**config.mk**
```make
export PLATFORM = sky130hd
export DESIGN_NAME = ex_hazard_ctrl
export DESIGN_NICKNAME = d
export VERILOG_FILES = /design/src/rtl/ex_hazard_ctrl.sv
export SDC_FILE = /design/constraint.sdc
export NUM_CORES = 1
export LEC_CHECK = 0
export ABC_CLOCK_PERIOD_IN_PS = 4300
export CAP_MARGIN = 15
export CORE_AREA = 2 2 39 41
export CTS_BUF_LIST = sky130_fd_sc_hd__clkbuf_2 sky130_fd_sc_hd__clkbuf_4 sky130_fd_sc_hd__clkbuf_8
export DETAILED_ROUTE_END_ITERATION = 10
export DIE_AREA = 0 0 41 43
export GPL_TIMING_DRIVEN = 0
export HOLD_SLACK_MARGIN = 0.02
export PLACE_DENSITY_LB_ADDON = 0.3
export SLEW_MARGIN = 20
export SYNTH_ARGS = -nofsm -noshare
export SYNTH_HDL_FRONTEND = slang
export SYNTH_SLANG_ARGS = --single-unit
export TNS_END_PERCENT = 1
```
**constraint.sdc**
```tcl
create_clock -name Clock -period 4.3 [get_ports Clock]
set_clock_uncertainty 0.05 [all_clocks]
set_input_delay 1.075 -clock Clock [delete_from_list [all_inputs] [get_ports Clock]]
set_output_delay 1.075 -clock Clock [all_outputs]
set_load 0.1 [all_outputs]
```
**src/rtl/ex_hazard_ctrl.sv**
```systemverilog
// EX-stage hazard/branch sequencer for the 8-bit accumulator CPU: stalls on A/B RAW hazards, squashes after taken branches.
// Optional HAZ_PERF_CNT_EN adds saturating stall/squash cycle counters.
module ex_hazard_ctrl #(
    parameter int WB_LAT    = 2,
    parameter int FLUSH_CYC = 1,
    parameter int CNT_W     = 3
) (
    input  logic       Clock,
    input  logic       Reset,
    input  logic       iIdValid,
    input  logic [1:0] iUseAcum_ID,
    input  logic [2:0] iControlAcum_EX,
    input  logic       iBranchTaken_EX,
    output logic       oStall,
    output logic       oFlush,
    output logic       oSquash_ID,
`ifdef HAZ_PERF_CNT_EN
    output logic [15:0] oStallCount,
    output logic [15:0] oFlushCount,
`endif
    output logic [1:0] oState
);

    typedef enum logic [1:0] {
        RUN   = 2'b00,
        STALL = 2'b01,
        FLUSH = 2'b10,
        ILL   = 2'b11
    } state_t;

    state_t             r_state;
    state_t             w_next;
    logic [CNT_W-1:0]   r_cnt;
    logic [CNT_W-1:0]   w_cnt_nxt;
    logic               w_hazard;
    logic               w_writes_a;
    logic               w_writes_b;

    // Codes 101..111 decode as noLoad and never create a hazard.
    assign w_writes_a = (iControlAcum_EX == 3'b001) || (iControlAcum_EX == 3'b010);
    assign w_writes_b = (iControlAcum_EX == 3'b011) || (iControlAcum_EX == 3'b100);
    assign w_hazard   = iIdValid && ((w_writes_a && iUseAcum_ID[0]) ||
                                     (w_writes_b && iUseAcum_ID[1]));

    always_ff @(posedge Clock) begin
        if (Reset) begin
            r_state <= RUN;
            r_cnt   <= '0;
        end else begin
            r_state <= w_next;
            r_cnt   <= w_cnt_nxt;
        end
    end

    always_comb begin
        w_next     = r_state;
        w_cnt_nxt  = r_cnt;
        oStall     = 1'b0;
        oFlush     = 1'b0;
        oSquash_ID = 1'b0;
        case (r_state)
            RUN: begin
                if (iBranchTaken_EX) begin
                    oSquash_ID = 1'b1;
                    oFlush     = 1'b1;
                    w_cnt_nxt  = CNT_W'(FLUSH_CYC - 1);
                    w_next     = (FLUSH_CYC > 1) ? FLUSH : RUN;
                end else if (w_hazard) begin
                    oStall    = 1'b1;
                    oFlush    = 1'b1;
                    w_cnt_nxt = CNT_W'(WB_LAT - 1);
                    w_next    = (WB_LAT > 1) ? STALL : RUN;
                end
            end
            STALL: begin
                oStall = 1'b1;
                oFlush = 1'b1;
                if (r_cnt == CNT_W'(1)) w_next    = RUN;
                else                    w_cnt_nxt = r_cnt - CNT_W'(1);
            end
            FLUSH: begin
                oSquash_ID = 1'b1;
                oFlush     = 1'b1;
                if (r_cnt == CNT_W'(1)) w_next    = RUN;
                else                    w_cnt_nxt = r_cnt - CNT_W'(1);
            end
            default: begin
                w_next    = RUN;
                w_cnt_nxt = '0;
            end
        endcase
        // Reset masks the Mealy outputs in the same cycle it is sampled.
        if (Reset) begin
            oStall     = 1'b0;
            oFlush     = 1'b0;
            oSquash_ID = 1'b0;
        end
    end

    assign oState = Reset ? 2'b00 : r_state;

`ifdef HAZ_PERF_CNT_EN
    logic [15:0] r_stall_cnt;
    logic [15:0] r_flush_cnt;

    always_ff @(posedge Clock) begin
        if (Reset) begin
            r_stall_cnt <= '0;
            r_flush_cnt <= '0;
        end else begin
            if (oStall && (r_stall_cnt != 16'hFFFF))     r_stall_cnt <= r_stall_cnt + 16'd1;
            if (oSquash_ID && (r_flush_cnt != 16'hFFFF)) r_flush_cnt <= r_flush_cnt + 16'd1;
        end
    end

    assign oStallCount = r_stall_cnt;
    assign oFlushCount = r_flush_cnt;
`endif

endmodule

```
==> flow_metrics.tcl <==
set metrics [dict create \
    rsz0062_at_grt "no" \
    n_antenna_cell 0 \
    crit_required_ns 3.17 \
    routed_wl_um 762 \
    crit_start "iBranchTaken_EX" \
    clock_latency_ns 0.23 \
    setup_viol 0 \
    max_stage_delay_ns 1.15 \
    place_area_um2 469 \
    grt_max_degree 9 \
    cpLargestDelayFamily "buffers and inverters" \
    design_area_um2 482 \
    combPwrFrac_pct 35.8 \
    cts_setup_buffers 0 \
    period_share_pct 95.8 \
    crit_slowest_cell "clkdlybuf4s50_1" \
    drive_gt1_share_pct 15.5 \
    min_from "r_cnt[1]$_SDFFE_PP0P_" \
    yosys_register_bits 4 \
    first_global_vias 330 \
    post-route-drc-count 0 \
    critPathKind "input port to output pin" \
    htreeDepth 1 \
    r2r-start "r_cnt[1]$_SDFFE_PP0P_" \
    core_area_mm2 0.00138 \
    syn-cell-area_um2 334 \
    synth_fp_nets 55 \
    worst_pin_slew_ns 0.966 \
    cts_tree "done" \
    start_util_pct 24.1 \
    maxCapViolations 0 \
    cts-resized-gates 4 \
    wl_per_cell_um 10.3 \
    dp_hpwl_um 607 \
    finalCriticalPeriod_ns 4.12 \
    hold_ws_ns 0.449 \
    critPathLaunchType "input port" \
    vias_per_cell 4.73 \
    p_switching_uw 45.0 \
    worstPathArrival_ns 2.99 \
    sequentialPowerShare_pct 30.3 \
    dieArea_mm2 0.00176 \
    crit_top_cell "clkdlybuf4s50_1" \
    crit_chain "clkdlybuf4s50_1, inv_1, nor3_2, clkdlybuf4s50_1" \
    fill_cells 152 \
    status "completed" \
    fp-row-count 14 \
    vdd_drop_max_mv 0.135 \
    numCtsBuffers 3 \
    hold_path.class "flop to flop" \
    grt_overflow 0 \
    intPower_uw 85.2 \
    cts_hold_buf 0 \
    ys_seq_area_share_pct 24.0 \
    tns_ns 0 \
    critPathBufInv 3 \
    synth_area_per_cell_um2 7.59 \
    cts.reportedPaths.clkPinSlew_ns 0.03 \
    cts_buffer_depth 2 \
    slew_headroom_pct 35.4 \
    hold_viol 0 \
    gp_congestion 0.763 \
    critPathCaptureType "output pin" \
    grt_pass1_wl_um 1260 \
    root_buffer "clkbuf_4" \
    drt-pass1-iter-count 2 \
    synth_cell_types 23 \
    clock-sinks 4 \
    total_leakage_power_nw 0.184 \
    fmax_mhz 243 \
    synth_cells 44 \
    syn_to_final_growth_pct 44.2 \
    track_usage_pct 10.3 \
    synth_warnings 0 \
    portBuffers 11 \
    routed-via-count 350 \
    die_height_um 43 \
    drtIter0Drc 6 \
    netSwitchingFraction_pct 34.6 \
    die_w_um 41 \
    cp_max_fo 3 \
    pwr-share-clk_pct 33.9 \
    antenna_found_initial 0 \
    p_per_area_mw_per_mm2 270 \
    ant_nets 0 \
    maxSlewViolCount 0 \
    ios 14 \
    nets 71 \
]
[layout by cell type, fill, tap and decap left out, types with 2 or more instances in the layout]
master	synthesis	layout
o211ai_1	2	2
ha_1	2	2
a31oi_1	2	2
inv_1	6	6
nand2_1	3	3
clkdlybuf4s50_1	0	9
o311a_1	2	2
clkbuf_2	0	2
nor2_1	3	3
a21oi_1	4	4
nand4bb_1	2	2
dfxtp_1	4	4
clkbuf_4	0	3
[metal layers]
metal	share of wire, %	track usage [%]
met5	0	0
met1	44	14.1
met4	0	8.00
met2	51	14.7
met3	5.2	0
[cells in the mapped netlist]
cell type  count  area, um2
nor3_1         2       10.0
nand2b_1       1       6.26
buf_2          1       5.00
mux2i_1        1       10.0
o2111ai_1      1       8.76
nand2_1        3       11.3
nor2_1         3       11.3
o211ai_1       2       15.0
nand4bb_1      2       22.5
clkinv_1       1       3.75
inv_1          6       22.5
nor4_1         1       6.26
a2111oi_2      1       15.0
nand3_1        1       5.00
o311ai_1       1       8.76
o311a_1        2       20.0
a31oi_1        2       12.5
buf_4          1       7.51
a21oi_1        4       20.0
conb_1         1       3.75
dfxtp_1        4       80.1
clkbuf_1       1       3.75
ha_1           2       25.0
[power groups by stage]
stage / registers [mW] / clock network [mW] / logic [mW]
final: 0.0395 / 0.0442 / 0.0466
after global routing: 0.0396 / 0.0480 / 0.0501
after CTS: 0.0395 / 0.0478 / 0.0475
after detailed placement: 0.0400 / 0 / 0.0479
after global placement: 0.0400 / 0 / 0.0477
after floorplan: 0.0399 / 0 / 0.0334
[final timing paths]
kind / endpoint / cells past startpoint / slack, ns
setup / recovery: oSquash_ID / 4 / 0.18
hold / removal: r_cnt[1]$_SDFFE_PP0P_ / 2 / 0.45
hold reg to reg: r_cnt[1]$_SDFFE_PP0P_ / 2 / 0.45
setup reg to reg: r_cnt[0]$_SDFFE_PP0P_ / 6 / 2.85
[kinds of logic after synthesis]
logic type,after synthesis,share of synthesized area (%)
AO/OA/AOI/OAI,13,30.0
AND/OR/NAND/NOR,13,21.7
buffers and inverters,10,12.7
flip-flops,4,24.0
adder cells (fa/ha/maj),2,7.49
multiplexers,1,3.00
other,1,1.12
[sequential cells by signal, summed over array words and instances, names as in the netlist]
register	flops
r_cnt	3
r_state	1
[cell type report]
type	instances	area, um2	share of cell area, %
Buffer	3	16.3	3.38
Clock buffer	3	22.5	4.68
Inverter	7	26.3	5.45
Multi-Input combinational cell	30	216	44.9
Sequential cell	4	80.1	16.6
Tap cell	16	20.0	4.16
Timing Repair Buffer	11	100	20.8
[stage by stage]
| step | cells | power [mW] | utilization (%) | worst slack, ns |
|---|---|---|---|---|
| floorplan | 44 | 0.0732 | - | 0.0985 |
| global placement | 71 | 0.0877 | 33.9 | -0.278 |
| detailed placement | 71 | 0.0879 | 33.9 | -0.295 |
| CTS | 74 | 0.135 | 35.5 | 0.00556 |
| global route | 74 | 0.138 | 34.8 | 0.0944 |
| finish | 74 | 0.130 | 34.8 | 0.183 |
[worst register-to-register path, cell delays in order, from the launching register on]
cell and delay [ns]:
dfxtp_1 0.34, inv_1 0.07, ha_1 0.19, nand2b_1 0.11, nand2_1 0.12, o311a_1 0.16
a2111oi_2 0.31
No activity file was read; power rests on OpenSTA's default activity.
